## src/rtl/alu_issue_if.sv

```systemverilog
// ALU issue bus: fetch/regfile side (instruction offer, regfile read) and the
// ALU side (decoded aluop/op1/op2 with valid/ready).
//   master : the issue unit (accepts instructions, drives decoded fields)
//   slave  : the environment (fetch, regfile, ALU)
// Optional macro ALU_ISSUE_WORD_OPS_EN adds word_o (RV64 *W instructions).
interface alu_issue_if #(
   parameter int XLEN = 64,
   parameter int AOPW = 4
);
   logic            inst_valid_i;
   logic            inst_ready_o;
   logic [31:0]     inst_i;
   logic [XLEN-1:0] pc_i;
   logic [4:0]      rs1_addr_o;
   logic [4:0]      rs2_addr_o;
   logic [XLEN-1:0] rs1_data_i;
   logic [XLEN-1:0] rs2_data_i;
   logic            alu_valid_o;
   logic            alu_ready_i;
   logic [AOPW-1:0] aluop_o;
   logic [XLEN-1:0] op1_o;
   logic [XLEN-1:0] op2_o;
   logic [4:0]      rd_o;
   logic            wen_o;
   logic            illegal_o;
`ifdef ALU_ISSUE_WORD_OPS_EN
   logic            word_o;
`endif

   modport master (
      input  inst_valid_i, inst_i, pc_i, rs1_data_i, rs2_data_i, alu_ready_i,
`ifdef ALU_ISSUE_WORD_OPS_EN
      output word_o,
`endif
      output inst_ready_o, rs1_addr_o, rs2_addr_o, alu_valid_o, aluop_o,
             op1_o, op2_o, rd_o, wen_o, illegal_o
   );

   modport slave (
      output inst_valid_i, inst_i, pc_i, rs1_data_i, rs2_data_i, alu_ready_i,
`ifdef ALU_ISSUE_WORD_OPS_EN
      input  word_o,
`endif
      input  inst_ready_o, rs1_addr_o, rs2_addr_o, alu_valid_o, aluop_o,
             op1_o, op2_o, rd_o, wen_o, illegal_o
   );
endinterface

```

## src/rtl/alu_issue.sv

```systemverilog
// alu_issue: decodes RV64I integer ALU instructions (OP, OP-IMM, LUI, AUIPC)
// into aluop/op1/op2 and hands them to the ALU through a registered 2-entry
// skid buffer (main entry drives outputs, skid entry absorbs one stall).
// Ports:
//   clk, rst_n : clock (rising edge), asynchronous active-low reset
//   bus        : alu_issue_if.master (instruction in, regfile read, ALU out)
// Optional macro ALU_ISSUE_WORD_OPS_EN: decode OP-IMM-32 / OP-32 and drive
// bus.word_o; without it those opcodes are reported illegal.
module alu_issue #(
   parameter int XLEN = 64,
   parameter int AOPW = 4
) (
   input logic         clk,
   input logic         rst_n,
   alu_issue_if.master bus
);
   localparam logic [6:0] OPC_OP_IMM   = 7'b0010011;
   localparam logic [6:0] OPC_OP       = 7'b0110011;
   localparam logic [6:0] OPC_LUI      = 7'b0110111;
   localparam logic [6:0] OPC_AUIPC    = 7'b0010111;
`ifdef ALU_ISSUE_WORD_OPS_EN
   localparam logic [6:0] OPC_OP_IMM32 = 7'b0011011;
   localparam logic [6:0] OPC_OP32     = 7'b0111011;
`endif

   localparam logic [AOPW-1:0] ALU_ADD  = 4'b0000;
   localparam logic [AOPW-1:0] ALU_SUB  = 4'b0001;
   localparam logic [AOPW-1:0] ALU_SLT  = 4'b0010;
   localparam logic [AOPW-1:0] ALU_SLL  = 4'b0011;
   localparam logic [AOPW-1:0] ALU_SRL  = 4'b0100;
   localparam logic [AOPW-1:0] ALU_SRA  = 4'b0101;
   localparam logic [AOPW-1:0] ALU_AND  = 4'b0110;
   localparam logic [AOPW-1:0] ALU_OR   = 4'b0111;
   localparam logic [AOPW-1:0] ALU_XOR  = 4'b1000;
   localparam logic [AOPW-1:0] ALU_SLTU = 4'b1001;

   typedef struct packed {
      logic [AOPW-1:0] aluop;
      logic [XLEN-1:0] op1;
      logic [XLEN-1:0] op2;
      logic [4:0]      rd;
      logic            wen;
      logic            illegal;
      logic            word;
   } entry_t;

   // alt selects sub for funct3=000 and sra for funct3=101
   function automatic logic [AOPW-1:0] alu_fn(input logic [2:0] f3, input logic alt);
      case (f3)
         3'b000:  alu_fn = alt ? ALU_SUB : ALU_ADD;
         3'b001:  alu_fn = ALU_SLL;
         3'b010:  alu_fn = ALU_SLT;
         3'b011:  alu_fn = ALU_SLTU;
         3'b100:  alu_fn = ALU_XOR;
         3'b101:  alu_fn = alt ? ALU_SRA : ALU_SRL;
         3'b110:  alu_fn = ALU_OR;
         default: alu_fn = ALU_AND;
      endcase
   endfunction

   logic [31:0]     inst;
   logic [6:0]      opcode;
   logic [2:0]      f3;
   logic [6:0]      f7;
   logic [XLEN-1:0] imm_i, imm_u, shamt;
   logic            is_shift, f7_ok, legal;
   entry_t          dec;

   assign inst   = bus.inst_i;
   assign opcode = inst[6:0];
   assign f3     = inst[14:12];
   assign f7     = inst[31:25];
   assign imm_i  = {{(XLEN-12){inst[31]}}, inst[31:20]};
   assign imm_u  = {{(XLEN-32){inst[31]}}, inst[31:12], 12'b0};
   assign shamt  = {{(XLEN-6){1'b0}}, inst[25:20]};
   assign is_shift = (f3 == 3'b001) || (f3 == 3'b101);
   // register-register forms: funct7 must be 0, or 0100000 only for sub/sra
   assign f7_ok  = (f7 == 7'b0000000) ||
                   ((f7 == 7'b0100000) && ((f3 == 3'b000) || (f3 == 3'b101)));

   assign bus.rs1_addr_o = inst[19:15];
   assign bus.rs2_addr_o = inst[24:20];

   always_comb begin
      dec    = '0;
      legal  = 1'b1;
      dec.rd = inst[11:7];
      case (opcode)
         OPC_OP_IMM: begin
            dec.aluop = alu_fn(f3, (f3 == 3'b101) && inst[30]);
            dec.op1   = bus.rs1_data_i;
            dec.op2   = is_shift ? shamt : imm_i;
         end
         OPC_OP: begin
            legal     = f7_ok;
            dec.aluop = alu_fn(f3, inst[30]);
            dec.op1   = bus.rs1_data_i;
            dec.op2   = bus.rs2_data_i;
         end
         OPC_LUI: begin
            dec.aluop = ALU_ADD;
            dec.op2   = imm_u;
         end
         OPC_AUIPC: begin
            dec.aluop = ALU_ADD;
            dec.op1   = bus.pc_i;
            dec.op2   = imm_u;
         end
`ifdef ALU_ISSUE_WORD_OPS_EN
         OPC_OP_IMM32: begin
            // only addiw/slliw/srliw/sraiw; W-shift amounts above 31 are illegal
            legal     = ((f3 == 3'b000) || is_shift) && !(is_shift && inst[25]);
            dec.aluop = alu_fn(f3, (f3 == 3'b101) && inst[30]);
            dec.op1   = bus.rs1_data_i;
            dec.op2   = is_shift ? shamt : imm_i;
            dec.word  = 1'b1;
         end
         OPC_OP32: begin
            legal     = ((f3 == 3'b000) || is_shift) && f7_ok;
            dec.aluop = alu_fn(f3, inst[30]);
            dec.op1   = bus.rs1_data_i;
            dec.op2   = bus.rs2_data_i;
            dec.word  = 1'b1;
         end
`endif
         default: legal = 1'b0;
      endcase
      if (!legal) begin
         // illegal: neutral add 0+0, no writeback, rd kept for the caller
         dec.aluop   = ALU_ADD;
         dec.op1     = '0;
         dec.op2     = '0;
         dec.word    = 1'b0;
         dec.illegal = 1'b1;
      end else begin
         dec.wen     = (dec.rd != 5'd0);
      end
   end

   // ---- skid buffer: occupancy EMPTY / ONE (main) / TWO (main + skid) ----
   entry_t main_q, skid_q;
   logic   main_vld, skid_vld;
   logic   accept, out_xfer;

   assign accept   = bus.inst_valid_i && !skid_vld;
   assign out_xfer = main_vld && bus.alu_ready_i;

   always_ff @(posedge clk or negedge rst_n) begin
      if (!rst_n) begin
         main_q   <= '0;
         skid_q   <= '0;
         main_vld <= 1'b0;
         skid_vld <= 1'b0;
      end else if (!main_vld) begin
         if (accept) begin
            main_q   <= dec;
            main_vld <= 1'b1;
         end
      end else if (out_xfer) begin
         if (skid_vld) begin
            // TWO -> ONE: skid promotes; no accept possible this cycle
            main_q   <= skid_q;
            skid_vld <= 1'b0;
         end else if (accept) begin
            main_q   <= dec;
         end else begin
            main_vld <= 1'b0;
         end
      end else if (accept) begin
         // stalled with main full: park the new instruction in the skid entry
         skid_q   <= dec;
         skid_vld <= 1'b1;
      end
   end

   assign bus.inst_ready_o = !skid_vld;
   assign bus.alu_valid_o  = main_vld;
   assign bus.aluop_o      = main_q.aluop;
   assign bus.op1_o        = main_q.op1;
   assign bus.op2_o        = main_q.op2;
   assign bus.rd_o         = main_q.rd;
   assign bus.wen_o        = main_q.wen;
   assign bus.illegal_o    = main_q.illegal;
`ifdef ALU_ISSUE_WORD_OPS_EN
   assign bus.word_o       = main_q.word;
`endif
endmodule

```

## src/flat_wrapper.sv

```systemverilog
// flat-port wrapper written by rule: the top's interface ports become plain ports
module alu_issue_flat 
#(
   parameter int XLEN = 64,
   parameter int AOPW = 4
)
  (clk, rst_n, bus_inst_valid_i, bus_inst_i, bus_pc_i, bus_rs1_data_i, bus_rs2_data_i, bus_alu_ready_i, bus_inst_ready_o, bus_rs1_addr_o, bus_rs2_addr_o, bus_alu_valid_o, bus_aluop_o, bus_op1_o, bus_op2_o, bus_rd_o, bus_wen_o, bus_illegal_o);
  alu_issue_if #(.XLEN(XLEN), .AOPW(AOPW)) bus_i ();
  input logic clk;
  input logic rst_n;
  input wire logic [$bits(bus_i.inst_valid_i)-1:0] bus_inst_valid_i;
  input wire logic [$bits(bus_i.inst_i)-1:0] bus_inst_i;
  input wire logic [$bits(bus_i.pc_i)-1:0] bus_pc_i;
  input wire logic [$bits(bus_i.rs1_data_i)-1:0] bus_rs1_data_i;
  input wire logic [$bits(bus_i.rs2_data_i)-1:0] bus_rs2_data_i;
  input wire logic [$bits(bus_i.alu_ready_i)-1:0] bus_alu_ready_i;
  output wire logic [$bits(bus_i.inst_ready_o)-1:0] bus_inst_ready_o;
  output wire logic [$bits(bus_i.rs1_addr_o)-1:0] bus_rs1_addr_o;
  output wire logic [$bits(bus_i.rs2_addr_o)-1:0] bus_rs2_addr_o;
  output wire logic [$bits(bus_i.alu_valid_o)-1:0] bus_alu_valid_o;
  output wire logic [$bits(bus_i.aluop_o)-1:0] bus_aluop_o;
  output wire logic [$bits(bus_i.op1_o)-1:0] bus_op1_o;
  output wire logic [$bits(bus_i.op2_o)-1:0] bus_op2_o;
  output wire logic [$bits(bus_i.rd_o)-1:0] bus_rd_o;
  output wire logic [$bits(bus_i.wen_o)-1:0] bus_wen_o;
  output wire logic [$bits(bus_i.illegal_o)-1:0] bus_illegal_o;
  assign bus_i.inst_valid_i = bus_inst_valid_i;
  assign bus_i.inst_i = bus_inst_i;
  assign bus_i.pc_i = bus_pc_i;
  assign bus_i.rs1_data_i = bus_rs1_data_i;
  assign bus_i.rs2_data_i = bus_rs2_data_i;
  assign bus_i.alu_ready_i = bus_alu_ready_i;
  assign bus_inst_ready_o = bus_i.inst_ready_o;
  assign bus_rs1_addr_o = bus_i.rs1_addr_o;
  assign bus_rs2_addr_o = bus_i.rs2_addr_o;
  assign bus_alu_valid_o = bus_i.alu_valid_o;
  assign bus_aluop_o = bus_i.aluop_o;
  assign bus_op1_o = bus_i.op1_o;
  assign bus_op2_o = bus_i.op2_o;
  assign bus_rd_o = bus_i.rd_o;
  assign bus_wen_o = bus_i.wen_o;
  assign bus_illegal_o = bus_i.illegal_o;
  alu_issue #(.XLEN(XLEN), .AOPW(AOPW)) u_core (.clk(clk), .rst_n(rst_n), .bus(bus_i));
endmodule
```

## config.mk

```make
export PLATFORM = sky130hd
export DESIGN_NAME = alu_issue_flat
export DESIGN_NICKNAME = d
export VERILOG_FILES = /design/src/rtl/alu_issue_if.sv /design/src/rtl/alu_issue.sv /design/src/flat_wrapper.sv
export SDC_FILE = /design/constraint.sdc
export NUM_CORES = 1
export LEC_CHECK = 0
export CAP_MARGIN = 0
export CORE_MARGIN = 10
export CORE_UTILIZATION = 47
export CTS_CLUSTER_SIZE = 8
export DETAILED_ROUTE_END_ITERATION = 16
export PLACE_DENSITY = 0.82
export SLEW_MARGIN = 20
export SYNTH_ARGS = -nofsm -noshare
export SYNTH_HDL_FRONTEND = slang
export SYNTH_SLANG_ARGS = --single-unit
```

## constraint.sdc

```tcl
create_clock -name clk -period 2 [get_ports clk]
set_input_delay 0.3 -clock clk [delete_from_list [all_inputs] [get_ports clk]]
set_output_delay 0.3 -clock clk [all_outputs]
set_load 0.02 [all_outputs]
```

# ---- After elaboration in Yosys (flattened, before gate mapping)
# Index checks and enable logic that the tools add are counted.
dict set report classes {
  eq_ne 12
  n_mux 24
  n_bitwise 1
  reduce_logical 17
}
# operator count
set op_table {}
lappend op_table {{140-bit two-way mux} 4}
lappend op_table {{64-bit case mux with 3 select lines} 1}
lappend op_table {{132-bit two-way mux} 1}
lappend op_table {{64-bit case mux with 2 select lines} 1}
lappend op_table {{64-bit two-way mux} 1}
lappend op_table {{4-bit case mux with 7 select lines} 2}
lappend op_table {{7-bit by 6-bit == test with 1-bit output, second input constant} 3}
lappend op_table {{7-bit by 5-bit == test with 1-bit output, second input constant} 2}
lappend op_table {{1-bit two-way mux} 11}
lappend op_table {{3-bit == test, second input constant} 3}
lappend op_table {{4-bit case mux with 2 select lines} 1}
lappend op_table {{7-bit logical NOT} 1}
lappend op_table {{3-bit by 2-bit == test with 1-bit output, second input constant} 2}
lappend op_table {{5-bit nonzero test} 1}
lappend op_table {{1-bit logical AND} 4}
lappend op_table {{2-bit OR reduction} 2}
lappend op_table {{3-bit by 1-bit == test with 1-bit output, second input constant} 1}
lappend op_table {{3-bit logical NOT} 1}
lappend op_table {{1-bit logical OR} 3}
lappend op_table {{3-bit AND reduction} 1}
lappend op_table {{3-bit OR reduction} 1}
lappend op_table {{2-bit two-way mux} 1}
lappend op_table {{2-bit != test, second input constant} 1}
lappend op_table {{1-bit case mux with 2 select lines} 1}
lappend op_table {{4 further kinds} 4}
dict set report word_totals {
  register_bits 282
  output_inout_bits 151
  wordCells 70
}

# ---- Longest topological paths before layout
dict set report depth {
  depth_word 10
  mapped_depth 8
  mapped_depth_nobuf 5
}

# ---- Least setup slack after synthesis
# No wires, ideal clock.
dict set report synth_timing {
  path_kind {flip-flop to flip-flop}
  startpoint {reg u_core.skid_vld}
  endpoint {reg u_core.main_q, in the netlist u_core.bus.op1_o[36]}
  setup_time_ns 0.137
  t_arrival_ns 1.632
  t_required_ns 1.863
  slack_ns 0.231
  path_stages_with_launch 7
  n_path_buf 2
  period_less_slack_ns 1.769
  cell_sequence {dfrtp_1 > inv_1 > nand2_1 > nor2_1 > buf_2 > clkbuf_1 > a21oi_1}
}
dict set report synth_via {
  elab_chain_cells 6
}
# element line_no
set synth_rtl {}
lappend synth_rtl {{from (decl)} alu_issue.sv:142} ;# logic main_vld, skid_vld;
lappend synth_rtl {{from (signal assigned)} alu_issue.sv:153} ;# skid_vld <= 1'b0;
lappend synth_rtl {{from (signal assigned)} alu_issue.sv:163} ;# skid_vld <= 1'b0;
lappend synth_rtl {{from (signal assigned)} alu_issue.sv:172} ;# skid_vld <= 1'b1;
lappend synth_rtl {{1-bit logical NOT (*)} -}
lappend synth_rtl {{via bus_inst_ready_o} flat_wrapper.sv:17} ;# output wire logic [$bits(bus_i.inst_ready_o)-1:0] bus_inst_ready_o;
lappend synth_rtl {{1-bit logical AND (*)} alu_issue.sv:145} ;# assign accept = bus.inst_valid_i && !skid_vld;
lappend synth_rtl {{140-bit two-way mux (*)} -}
lappend synth_rtl {{140-bit two-way mux} alu_issue.sv:160} ;# if (skid_vld) begin
lappend synth_rtl {{140-bit two-way mux} alu_issue.sv:159} ;# end else if (out_xfer) begin
lappend synth_rtl {{140-bit two-way mux (*)} alu_issue.sv:154} ;# end else if (!main_vld) begin
lappend synth_rtl {{to (signal assigned)} alu_issue.sv:162} ;# main_q <= skid_q;
lappend synth_rtl {{to (decl)} alu_issue.sv:141} ;# entry_t main_q, skid_q;
# The timed path passes the listed nets; every way through them passes the cells marked *. The select of a mux whose other input is x is not followed.
# A chain may end at the register's enable or synchronous reset.

# ---- Final worst setup path
dict set report layout_timing {
  startpoint {reg u_core.main_q, in the netlist u_core.bus.op1_o[63]}
  endpoint {out bus_op1_o[63]}
}
# element line_no
set layout_rtl {}
lappend layout_rtl {{to (decl)} flat_wrapper.sv:22} ;# output wire logic [$bits(bus_i.op1_o)-1:0] bus_op1_o;
# No word-level cell between the ends.

==> metrics.cfg <==
[run_status]
status = finished, final reports clean

[placed_design]
gp_congestion = 0.863
dpl_cell_area_mm2 = 0.0171
io_buffer_count = 378
place_ws_ns = -0.382
hpwl_mm = 30.7

[cts]
cts_tree = done
htree_levels = 2
clock_latency_ns = 0.51
cts_buffers = 40
cts-root-buf = clkbuf_16
clock_tree.buffer_depth = 3
clk_pin_slew_ns = 0.05
clkSinkCount = 280

[power_and_ir_drop]
internal_power_mw = 15.7
p_seq_frac = 0.334
vdd_ir_drop_max_mv = 0.791
power_density_mw_per_mm2 = 1360
clkPwrFrac = 0.234
swShare = 0.367
p_leak_nw = 7.59
power_frac_comb = 0.432
power.net_switching_mw = 9.12

[routing]
finalWirelength_mm = 43.9
viasPerCell = 5.94
drt_iter0_markers = 988
antenna_left = 0
routedWlPerCell_um = 21.8
vias = 12000
first_pass_iters = 5
route.detailed.drc = 0

[cells_and_area]
drive_above_1_share = 0.0894
area_delta_synth_final_pct = 46.3
nets = 1904
fin_area_mm2 = 0.0182
layout_common_cells = clkdlybuf4s50_1 (375), dfrtp_1 (280), nand2_1 (227)
fillers = 1907
final_common_cell = clkdlybuf4s50_1

[logic_synthesis]
synth_cell_types = 41
synthArstFlopShare = 1.00
synth_edf_count = 0
syn-num-nets = 1532
synth-seq-cells = 280
ys_seq_area_frac = 0.563
synth_top_area_frac = 0.563
synth.avg_cell_area_um2 = 9.54
synth_cells = 1304
synth_top_flop_cell = dfrtp_1
yosys.area.top_type = dfrtp_1
syn_area_mm2 = 0.0124
yosys_warnings = 0
synth.area.top_cells = dfrtp_1 (56%), o22ai_1 (7.0%), nand2_1 (6.9%)

[die]
initial_core_util = 0.477
std_cell_rows = 59
coreArea_mm2 = 0.0261
design.portCount = 379
die_w_um = 183
fp.dieH_um = 183
die_area_mm2 = 0.0334

[global_routing]
grt_usage = 0.252
first_global_vias = 12500
antenna_found_initial = 2
gr-total-overflow = 0
grt_pass1_wl_mm = 68.8
grt_max_degree = 85

[critical_path]
endpoint_kind = output pin
path_buf_inv = 1
slowest_delay_ns = 0.76
crit_chain = clkdlybuf4s50_1
worstPathMaxFanout = 2
worstSetupStartpointType = register
cp_data_arrival_time_ns = 1.62
critPathKind = reg2out
crit_family = buffers and inverters
critPathSlowestCell = clkdlybuf4s50_1
required_ns = 1.70

[worst_hold_path]
hp-class = in2async

[timing]
slew_viol_final = 0
setup_viol_count_final = 0
holdWs_ns = 0.359
grt_setup_unrepaired = no
worstMarginPinSlew_ns = 0.740
min_period_ns = 1.92
period_share = 0.958
fin_worst_skew_ns = 0.0102
max_slew_margin = 0.505
fmax_ghz = 0.522
finalHoldViolCount = 0
fin_ws_ns = 0.0833

[flow_run]
cap_viol_max_count = 0

[cell usage after synthesis (2+ instances only)]
master / n
clkbuf_1: 79
nor2_1: 11
a21o_1: 5
mux2_2: 5
or3_1: 9
and3_1: 33
nand2_1: 227
mux2i_1: 6
buf_1: 6
buf_2: 34
buf_4: 13
o21ai_0: 151
o22ai_1: 140
a22o_1: 64
nand4_1: 5
nand3_1: 4
o21ai_1: 19
buf_6: 2
o21ai_2: 2
inv_1: 5
nor2b_1: 2
dfrtp_1: 280
o211ai_1: 17
a21oi_1: 165
nand2b_1: 4
[registers in the layout (all words and copies together) (netlist names)]
signal / count
u_core.bus.op1_o: 64
u_core.bus.aluop_o: 4
u_core.bus.op2_o: 64
u_core.skid_vld: 1
u_core.skid_q: 139
u_core.bus.alu_valid_o: 1
u_core.bus.illegal_o: 1
u_core.bus.rd_o: 5
u_core.bus.wen_o: 1
[path summary, 6_finish.rpt]
kind                       cells past startpoint  slack (ns)              startpoint                  end
max                                            1        0.08    u_core.bus.op1_o[63]        bus_op1_o[63]
min                                            2        0.36                   rst_n  u_core.bus.op1_o[1]
max reg2reg                                    5        0.16  u_core.bus.alu_valid_o  u_core.bus.op2_o[9]
min reg2reg                                    2        0.47       u_core.skid_q[67]    u_core.skid_q[67]
max in group asynchronous                      3        0.88                   rst_n    u_core.skid_q[52]
min in group clk                               2        0.47          bus_inst_i[10]     u_core.skid_q[6]
[cell families (layout without fill, tap and decap cells)]
| logic type | Yosys count | in the layout | synth area share |
|---|---|---|---|
| flip-flops | 280 | 280 | 0.563 |
| buffers and inverters | 139 | 512 | 0.0505 |
| AND/OR/NAND/NOR | 304 | 304 | 0.107 |
| AO/OA/AOI/OAI | 568 | 568 | 0.269 |
| XOR/XNOR | 2 | 2 | 0.00141 |
| multiplexers | 11 | 11 | 0.00936 |
| other | 0 | 2 | 0 |
[area by class of cell]
class | count | area [um^2] | area share
flip-flops and latches | 280 | 7010 | 0.385
multi-input cells | 885 | 4870 | 0.267
repair buffers | 464 | 4840 | 0.266
clock buffers | 41 | 1030 | 0.0564
well taps | 335 | 419 | 0.0230
inverters | 5 | 18.8 | 0.00103
clock inverters | 2 | 17.5 | 0.000962
diodes | 2 | 5.00 | 0.000275
[metal layers]
metal	GRT usage	part of all wire
met3	0.0661	0.082
met2	0.429	0.51
met4	0.0905	0.031
met5	0	0
met1	0.301	0.38
[power by group through the flow]
stage	Sequential (mW)	Clock (mW)	Combinational [mW]
2_1_floorplan	9.93	0	3.42
3_3_place_gp	8.25	0	10.5
3_5_place_dp	8.33	0	10.7
4_1_cts	8.27	5.91	10.8
5_1_grt	8.45	6.16	11.4
6_report	8.29	5.81	10.7
[stage by stage]
stage	utilization	std cells	setup TNS (ns)	power (mW)
after global routing	0.698	2014	0	26.0
after global placement	0.658	1968	-71.64	18.7
after CTS	0.698	2012	0	25.0
after floorplan	-	1304	0	13.3
after detailed placement	0.658	1968	-79.15	19.0
final	0.698	2014	0	24.8
[timing repair]
action | in CTS | in global routing
resized for setup | 2 | 2
hold endpoints to repair | 66 | 0
hold buffers | 1 | 0
endpoints found under the setup margin | 2 | 2
buffers inserted | 0 | 0
Power figures use the tool's default switching activity.
